===== src/rtl/uart_tx_scheduler.sv =====
// Round-robin scheduler sharing one uart_tx among NUM_REQ byte-stream requesters.
// A grant is held for a whole message (through req_last) or revoked by a LOAD timeout.
module uart_tx_scheduler #(
    parameter int unsigned NUM_REQ = 4,
    parameter int unsigned DATA_W  = 8,
    parameter int unsigned TIMEOUT = 1023
) (
    input  logic                       clk,
    input  logic                       rst,
    input  logic [NUM_REQ-1:0]         req_valid,
    input  logic [NUM_REQ*DATA_W-1:0]  req_data,
    input  logic [NUM_REQ-1:0]         req_last,
    output logic [NUM_REQ-1:0]         req_ready,
    output logic                       tx_valid,
    output logic [DATA_W-1:0]          tx_data,
    input  logic                       tx_ready,
    output logic [$clog2(NUM_REQ)-1:0] grant_id,
    output logic                       busy,
    output logic                       timeout_err
);
    localparam int unsigned     ID_W     = $clog2(NUM_REQ);
    localparam int unsigned     CNT_W    = $clog2(TIMEOUT + 1);
    localparam logic [CNT_W-1:0] CNT_LAST = CNT_W'(TIMEOUT - 1);
    localparam logic [ID_W-1:0]  ID_MAX   = ID_W'(NUM_REQ - 1);

    typedef enum logic [2:0] {
        S_IDLE,
        S_LOAD,
        S_SEND,
        S_BLANK,
        S_WAIT_TX
    } state_t;

    state_t            r_state;
    logic [ID_W-1:0]   r_grant_id;
    logic [ID_W-1:0]   r_rr_ptr;
    logic [DATA_W-1:0] r_tx_data;
    logic              r_last_q;
    logic [CNT_W-1:0]  r_cnt;
    logic              r_timeout_err;

    logic              w_found;
    logic [ID_W-1:0]   w_pick;
    logic [ID_W-1:0]   w_next_ptr;
    logic [DATA_W-1:0] w_sel_data;
    logic              w_sel_valid;
    logic              w_sel_last;

    function automatic logic [ID_W-1:0] wrap_add(input logic [ID_W-1:0] base,
                                                 input int unsigned off);
        int unsigned sum;
        sum = 32'(base) + off;
        if (sum >= NUM_REQ) sum = sum - NUM_REQ;
        return ID_W'(sum);
    endfunction

    // First requesting index at or above the round-robin pointer, wrapping.
    always_comb begin
        w_found = 1'b0;
        w_pick  = r_rr_ptr;
        for (int unsigned k = 0; k < NUM_REQ; k++) begin
            if (!w_found && req_valid[wrap_add(r_rr_ptr, k)]) begin
                w_found = 1'b1;
                w_pick  = wrap_add(r_rr_ptr, k);
            end
        end
    end

    assign w_next_ptr  = (r_grant_id == ID_MAX) ? '0 : r_grant_id + ID_W'(1);
    assign w_sel_data  = req_data[32'(r_grant_id) * DATA_W +: DATA_W];
    assign w_sel_valid = req_valid[r_grant_id];
    assign w_sel_last  = req_last[r_grant_id];

    always_ff @(posedge clk or posedge rst) begin
        if (rst) begin
            r_state       <= S_IDLE;
            r_grant_id    <= '0;
            r_rr_ptr      <= '0;
            r_tx_data     <= '0;
            r_last_q      <= 1'b0;
            r_cnt         <= '0;
            r_timeout_err <= 1'b0;
        end else begin
            r_timeout_err <= 1'b0;
            case (r_state)
                S_IDLE: begin
                    if (w_found) begin
                        r_grant_id <= w_pick;
                        r_state    <= S_LOAD;
                    end
                end
                S_LOAD: begin
                    if (w_sel_valid) begin
                        r_tx_data <= w_sel_data;
                        r_last_q  <= w_sel_last;
                        r_cnt     <= '0;
                        r_state   <= S_SEND;
                    end else if (r_cnt == CNT_LAST) begin
                        r_timeout_err <= 1'b1;
                        r_rr_ptr      <= w_next_ptr;
                        r_cnt         <= '0;
                        r_state       <= S_IDLE;
                    end else begin
                        r_cnt <= r_cnt + CNT_W'(1);
                    end
                end
                S_SEND: begin
                    if (tx_ready) r_state <= S_BLANK;
                end
                // uart_tx needs one cycle to register its busy state.
                S_BLANK: begin
                    r_state <= S_WAIT_TX;
                end
                S_WAIT_TX: begin
                    if (tx_ready) begin
                        if (r_last_q) begin
                            r_rr_ptr <= w_next_ptr;
                            r_state  <= S_IDLE;
                        end else begin
                            r_state <= S_LOAD;
                        end
                    end
                end
                default: r_state <= S_IDLE;
            endcase
        end
    end

    // Outputs decode only from registers, so reset clears them immediately.
    assign req_ready   = (r_state == S_LOAD) ? (NUM_REQ'(1) << r_grant_id) : '0;
    assign tx_valid    = (r_state == S_SEND);
    assign tx_data     = r_tx_data;
    assign grant_id    = r_grant_id;
    assign busy        = (r_state != S_IDLE);
    assign timeout_err = r_timeout_err;

endmodule


===== config.mk =====
export PLATFORM = sky130hd
export DESIGN_NAME = uart_tx_scheduler
export DESIGN_NICKNAME = d
export VERILOG_FILES = /design/src/rtl/uart_tx_scheduler.sv
export SDC_FILE = /design/constraint.sdc
export NUM_CORES = 1
export LEC_CHECK = 0
export CORE_MARGIN = 2
export CORE_UTILIZATION = 40
export DETAILED_ROUTE_END_ITERATION = 7
export PLACE_DENSITY = 0.81
export SETUP_SLACK_MARGIN = 0.1
export SYNTH_ARGS = -nofsm -noshare
export SYNTH_HDL_FRONTEND = slang
export SYNTH_SLANG_ARGS = --single-unit

===== constraint.sdc =====
create_clock -name clk -period 2.1 [get_ports clk]
set_clock_uncertainty 0.05 [all_clocks]
set_input_delay 0.21 -clock clk [delete_from_list [all_inputs] [get_ports clk]]
set_output_delay 0.21 -clock clk [all_outputs]
set_load 0.005 [all_outputs]

=== Word-level counts from Yosys, hierarchy flattened ===
Index checks and enable logic that the tools add are counted.

* Bits in registers: 27
* Bits of input ports: 43
* Logic and storage cells: 96

* $add $sub $neg: 9
* Magnitude comparators: 9
* Equality and inequality tests: 13
* Shifts and indexed selects: 2
* Multiplexer cells: 43
* Reductions and logical operators: 13

{| class="wikitable"
|+ Operators with widths
! kind !! count
|-
| 32-bit by 6-bit indexed part select with 8-bit output || 1
|-
| 2-bit 2-to-1 mux || 13
|-
| 10-bit 2-to-1 mux || 2
|-
| 2-bit by 3-bit less-than comparator with 1-bit output, second input constant || 5
|-
| 3-bit 2-to-1 mux || 5
|-
| 3-bit one-hot mux with 5 select lines || 1
|-
| 1-bit 2-to-1 mux || 14
|-
| 1-bit binary-select mux with 2-bit select || 6
|-
| 10-bit by 1-bit adder with 10-bit output, second input constant || 1
|-
| 10-bit == test, second input constant || 1
|-
| 2-bit != test, second input constant || 5
|-
| 3-bit greater-or-equal comparator, second input constant || 3
|-
| 2-bit by 1-bit subtractor with 2-bit output, second input constant || 4
|-
| 2-bit by 2-bit adder with 3-bit output, second input constant || 2
|-
| 3-bit by 2-bit == test with 1-bit output, second input constant || 2
|-
| 5-bit AND reduction || 1
|-
| 4-bit 2-to-1 mux || 1
|-
| 2-bit one-hot mux with 2 select lines || 1
|-
| 2-bit AND reduction || 2
|-
| 4-bit AND reduction || 1
|-
| 1-bit by 2-bit left shift with 4-bit output, first input constant || 1
|-
| 2-bit by 1-bit adder with 3-bit output, second input constant || 1
|-
| 3-bit by 1-bit == test with 1-bit output, second input constant || 1
|-
| 3-bit == test, second input constant || 1
|-
| other kinds (10) || 14
|}

=== Depth between registers and ports, before layout ===
Gate-level depths: netlist of run 1.

* Depth after elaboration: 16
* Gate-level depth with buffers: 7
* Depth with buffers taken out: 6

=== Worst setup path before layout of run 1 ===
Ideal clock, no wire load.

* Path type: reg-to-reg
* Start: register r_grant_id[0], in the netlist grant_id[0]
* End: register r_last_q
* Setup time: 0.125 ns
* Arrival: 1.687 ns
* Setup slack: 0.239 ns
* Cell stages (with the launch flop): 4
* Path buffers: 0
* Clock period less this slack: 1.861 ns
* Cell sequence: dfrtp_1 -> mux4_2 -> nand2_1 -> mux2_2

* Cells in the longest elaborated chain, start to end: 3
* Elaborated cells between the ends (all ways): 5
* Those cells by class: 4 x mux; 1 x reduce/logical

{| class="wikitable"
|+ RTL lines
! item !! line !! text
|-
| start: declaration || 35 || <nowiki>logic [ID_W-1:0] r_grant_id;</nowiki>
|-
| start signal: assignment || 88 || <nowiki>r_grant_id <= w_pick;</nowiki>
|-
| 1-bit binary-select mux with 2-bit select || 71 || <nowiki>assign w_sel_valid = req_valid[r_grant_id];</nowiki>
|-
| 1-bit 2-to-1 mux (implied by the code) || 71 ||
|-
| 2-bit AND reduction (no source line) || -- ||
|-
| end signal: assignment || 95 || <nowiki>r_last_q <= w_sel_last;</nowiki>
|-
| end: declaration || 38 || <nowiki>logic r_last_q;</nowiki>
|}

Parallel ways exist; a longest one is shown, timed or not. The select of a mux whose other input is x is not followed.
A chain may end at the register's enable or synchronous reset.

=== Worst setup path in the final report of run 1 ===
* Start: register r_state[0]
* End: output port tx_valid

* Cells in the longest elaborated chain, start to end: 1

{| class="wikitable"
|+ RTL lines
! item !! line !! text
|-
| start: declaration || 34 || <nowiki>state_t r_state;</nowiki>
|-
| start signal: assignment || 76 || <nowiki>r_state <= S_IDLE;</nowiki>
|-
| start signal: assignment || 89 || <nowiki>r_state <= S_LOAD;</nowiki>
|-
| start signal: assignment || 97 || <nowiki>r_state <= S_SEND;</nowiki>
|-
| 3-bit by 2-bit == test with 1-bit output || 131 || <nowiki>assign tx_valid = (r_state == S_SEND);</nowiki>
|-
| end: declaration || 14 || <nowiki>output logic tx_valid,</nowiki>
|}

No other way between the ends.

==> run metrics, run 1 <==
outcome=finished, final reports clean; Via density=5.55; Slowest cell on crit path=clkdlybuf4s50_1; number of DRC markers in iteration 0=84; setup_tns=0 ns; post-synth top area share=about two fifths; DRC violations left=0; commonest non-fill, non-tap cells in the layout=clkdlybuf4s50_1, dfrtp_1, buf_4, nand2_1, mux2_2; grt total ovfl=0; crit-path max FO=7; max_slew headroom=76.7%; Synth Instances=approximately 150; WP data required=1.84 ns; Power per Cell Area=1150 nW/µm²; RSZ-0062 raised after global routing=no; Peak VDD IR=roughly 0.00074 V; CTS Hold Bufs=0; utilization after layout=62.7%; vias in the first global route=around 1,400; Post-synth EDFFs=0; main flop type after synthesis=dfrtp_1; die area=4740 µm²; Die Height=roughly 69 µm; Final Cycle Share=93.3%; clock-pin transition on the worst setup and hold timing paths=0.09 ns; Area contributors post-synth=dfrtp_1, mux4_2, mux2_2; DR pass1 iterations=4; root buffer cell=clkbuf_8; worst reg-to-reg path cell count=4; CTS tree=built; Post-DP HPWL=3.37 mm; Slew Viols, Final=0; Core Region=4030 µm²; Tmin final=1.96 ns; number of port buffers=59; pre-CTS WS=approximately 0.052 ns; CTS buffer count=3; global-route wire length before repair=6.56 mm; initial antenna violation count=0; area leader, netlist=dfrtp_1; Tot Pwr=2.90 mW; Final ANT Viol Nets=0; via count=1,554; #FFs+latches synth=27; FMAX=~510 MHz; Area Growth Syn to Fin=50.0%; routability-driven placement congestion ratio=0.780; WL/cell=15.7 µm; Post-Route WL=4.38 mm; H-tree Lvls=1; sequential-to-total area share from yosys stat=between 40% and 50%; Hold WC Path Type=in2async; row count=23; crit end category=primary output; final hold violations=0; post-route setup slack=0.140 ns; most common cell after layout, fill and taps aside=clkdlybuf4s50_1; total of max-cap violations=0; Skew-Pair Late Insertion Delay=0.27 ns; CP Class=reg2out; Synth async-reset ratio=100%; Syn Std Cell Area=1680 µm²; Synth Warn #=0; count of different cell masters after synthesis=44; nets@finish=280; Critical Path, Cell by Cell=buf_4 > nor3b_1 > clkdlybuf4s50_1; io pins=60; Clock Tree Buf Depth=2; Synth Area per Inst=10.9 µm²; Clock Sink Count=27; die width=68.9 µm; CP arrival=around 1.7 ns; share of cells above drive strength 1=between 20% and 30%; largest net degree at the start of global routing=28; worst-margin pin slew=0.349 ns; static leakage=1.10 nW; GRT Util Overall=18.5%; Syn Nets=203; final setup fails=0; initial cell density of the core=41.8%; CP Launch Type=register; max incr delay on CP=between 0.5 and 0.6 ns; # diodes=0; hold_ws=roughly 0.24 ns
==> through the flow <==
stage / instance area, µm² / cells
2_1_floorplan: 1680 / 154
3_3_place_gp: 2420 / 272
3_5_place_dp: 2420 / 272
4_1_cts: 2490 / 278
5_1_grt: 2520 / 280
6_report: 2520 / 280
==> repair_timing <==
item,CTS,global route
endpoints found under the setup margin,4,15
pin swaps,0,1
gates resized for setup,2,7
buffers inserted,2,2
==> area by class of cell <==
class	instances	area [µm²]
inverter	9	33.8
tap	50	62.6
sequential	27	677
multi-input combinational	112	951
clock buffer	4	45.0
fill	325	1500
timing repair buffer	78	756
==> power by group <==
part | internal, mW | total, mW | switching [mW]
clock network | 0.136 | 0.294 | 0.158
logic | 0.986 | 1.69 | 0.699
registers | 0.731 | 0.924 | 0.193
==> kinds of logic after synthesis <==
family	Yosys count	synth area share, %
buffers and inverters	15	4.39
and+or+nand+nor	51	17.3
DFF	27	40.1
muxes	21	20.7
adders and majority gates	6	4.46
AOI/OAI and AO/OA	33	12.4
xor gates and xnor gates	1	0.521
==> final timing paths <==
kind                         endpoint        from  slack [ns]
max                          tx_valid  r_state[0]        0.14
min                          r_cnt[7]         rst        0.24
max reg2reg                  r_cnt[9]  r_state[2]        0.22
min reg2reg                tx_data[5]  tx_data[5]        0.46
max in group asynchronous  r_state[0]         rst        1.48
min in group clk           tx_data[5]  tx_data[5]        0.46
==> Yosys cell counts, types with 2 or more instances <==
cell / count
dfrtp_1: 27
buf_6: 2
and3_1: 2
nand4_1: 4
nor4_1: 3
ha_1: 6
a21oi_1: 6
o21ai_0: 9
or3b_1: 2
nor3b_1: 2
a31oi_1: 6
nand2_1: 13
inv_1: 9
mux2_2: 11
nand3_1: 6
buf_2: 2
nor3_1: 3
o211ai_1: 2
nor2_1: 2
mux4_2: 10
and2_1: 4
==> layer usage <==
layer / routed length [µm] / track usage, %
met5: 0 / 0
met4: 34 / 3.43
met3: 205 / 3.25
met2: 2300 / 32.0
met1: 1850 / 24.6
==> flip-flops by register name, indices dropped and copies added, names as in the netlist <==
register	cells
r_cnt	10
tx_data	8
r_state	3
grant_id	2
r_rr_ptr	2
r_last_q	1
timeout_err	1
==> critical path, delay by kind of cell, from the launching register on <==
family                 cells  cell delay [ns]
DFF                        1             0.42
buffers and inverters      2             0.72
and+or+nand+nor            1             0.29
Note: power is estimated with default switching activity, not from simulation.
==> run 2, diff against run 1 <==
Settings changed: ABC_AREA set to 1, PLACE_DENSITY 0.81 to 0.78.
==> run 2 against run 1 <==
Net effect: critical endpoint is now req_ready[3]; power rose by 22%; maximum frequency increased by 0.60%; non-clock buffer count down 4; highest routed layer unchanged.
==> run metrics, run 2 <==
RSZ-0062 raised after global routing=yes; Hold WC Path Type=in2async; met3 WL=around 270 µm; Final Cycle Share=92.8%; number of port buffers=59; WL/cell=12.4 µm; static leakage=1.33 nW; reg2reg start=grant_id[1]; Post-synth EDFFs=0; Post-DP HPWL=3.85 mm; Post-synth top cells=nand2_1, o21ai_0, inv_1, nor2_1, nand3_1; area leader, netlist=dfrtp_1; crit-path max FO=7; vias in the first global route=1,903; crit end category=primary output; routability-driven placement congestion ratio=0.872; Finished Cell Area=between 2000 and 3000 µm²; Via density=5.04; Synth Area per Inst=6.54 µm²; main flop type after synthesis=dfrtp_1; number of DRC markers in iteration 0=101; initial cell density of the core=41.3%; row count=25; share of cells above drive strength 1=9.14%; root buffer cell=clkbuf_8; Post-Route WL=approximately 5 mm; # diodes=0; Clock Sink Count=27; Tmin final=between 1.5 and 2 ns; setup_tns=0 ns; met2 WL post-DR=2.44 mm; total of max-cap violations=0; Peak VDD IR=0.000562 V; commonest non-fill, non-tap cells in the layout=nand2_1, clkdlybuf4s50_1, o21ai_0, nor2_1, inv_1; Die Height=73.6 µm; initial antenna violation count=0; #FFs+latches synth=27; worst reg-to-reg path cell count=8; CTS buffer count=3; Skew-Pair Late Insertion Delay=0.27 ns; R2R setup slack=0.44 ns; H-tree Lvls=1; GRT Util Overall=19.8%; Largest register FFs=10; CP arrival=between 1.5 and 2 ns; DRC violations left=0; sequential-to-total area share from yosys stat=34.9%; Syn Nets=345; most common cell after layout, fill and taps aside=nand2_1; Clock Tree Buf Depth=2; via count=2,092; CTS tree=built; Tot Pwr=3.55 mW; Syn Std Cell Area=1940 µm²; grt total ovfl=0; WP data required=1.84 ns; Slew Viols, Final=0; Core Region=around 4700 µm²; Synth Instances=about 300; Area contributors post-synth=dfrtp_1, nand2_1, o21ai_0; Power per Cell Area=1300 nW/µm²; Synth Warn #=0; global-route wire length before repair=8.52 mm; worst-margin pin slew=around 0.34 ns; Worst R2R End=r_cnt[9]; top sig layer=met4; count leader, synth=nand2_1; Placed Instance Area=2610 µm²; CTS Hold Bufs=0; die width=between 70 and 80 µm; nets@finish=411; wl on met1=2.36 mm; FMAX=513 MHz; io pins=60; Reg with most FFs=r_cnt; Synth async-reset ratio=100%; Area Growth Syn to Fin=41.6%; clock-pin transition on the worst setup and hold timing paths=0.09 ns; largest net degree at the start of global routing=28; count of different cell masters after synthesis=25; final setup fails=0; outcome=finished, final reports clean; Final ANT Viol Nets=0; post-synth top area share=34.9%; fillcell total=430; CP Launch Type=register; max_slew headroom=between 70 and 80%; die area=5410 µm²; final hold violations=0; CP Class=reg2out; DR pass1 iterations=4
[run 2: cell count changes after synthesis, sizes merged, moves of 6 or more]
cell and change:
a31oi -6, clkbuf +7, inv +23, mux2 -11, mux4 -10, nand2 +79, nand3 +24, nor2 +28
o21ai +24, o22ai +12
[run 2: worst max path at each step]
stage                           start           end  slack [ns]  depth (start not counted)
after global placement    grant_id[1]      r_cnt[9]        0.28                          8
after global routing      grant_id[1]  req_ready[3]        0.04                          5
after CTS                 grant_id[0]  req_ready[2]        0.08                          5
final                     grant_id[1]  req_ready[3]        0.15                          5
after floorplan           grant_id[0]  req_ready[0]        0.68                          5
after detailed placement  grant_id[1]      r_cnt[9]        0.16                          8
[run 2: repair_timing]
action | 4_1_cts | 5_1_grt
buffers inserted | 0 | 4
gates cloned | 0 | 1
gates resized for setup | 2 | 11
hold endpoints to repair | 0 | 0
pin swaps | 0 | 0
setup endpoints to repair | 4 | 5
[run 2: critical path, stage by stage, from the launching register on]
cell	delay [ns]
dfrtp_2	0.46
buf_4	0.17
ha_1	0.14
inv_1	0.04
nor2_1	0.09
clkdlybuf4s50_1	0.52
[run 2: where the power goes]
part,internal [mW],leakage [nW],switching (mW)
clock network,0.136,0.0228,0.153
logic,1.03,0.961,1.32
registers,0.719,0.348,0.197
total,1.88,1.33,1.67
[run 2: cell families after synthesis]
logic type	count (synthesis)	share of synthesized area, %
AND/OR/NAND/NOR	160	34.7
buffers and inverters	45	9.43
flip-flops	27	34.9
adder cells (fa/ha/maj)	6	3.88
XOR/XNOR	5	2.26
AO/OA/AOI/OAI	53	14.9
[run 2: final cells by class]
type                       count  area (µm²)  share of cell area [%]
timing repair buffer          74         738                    26.9
multi-input combinational    224        1090                    39.7
sequential                    27         678                    24.7
clock buffer                   4        45.0                    1.64
inverter                      32         125                    4.56
tap                           54        67.6                    2.46
[run 2: per-stage QoR]
stage                     worst slack [ns]  std cells  hold slack, ns  utilization [%]
after CTS                           0.0839        410           0.254             56.6
final                                0.152        415           0.242             58.5
after floorplan                      0.682        296           0.213                -
after detailed placement             0.162        406           0.414             55.6
after global placement               0.282        406           0.405             55.6
after global routing                0.0418        415           0.287             58.5
[run 2: per-layer routing]
layer / up-vias / GRT usage [%]
met4: 0 / 6.67
met1: 940 / 27.0
met2: 59 / 31.9
met5: - / 0
met3: 6 / 3.16
li1: 1087 / -
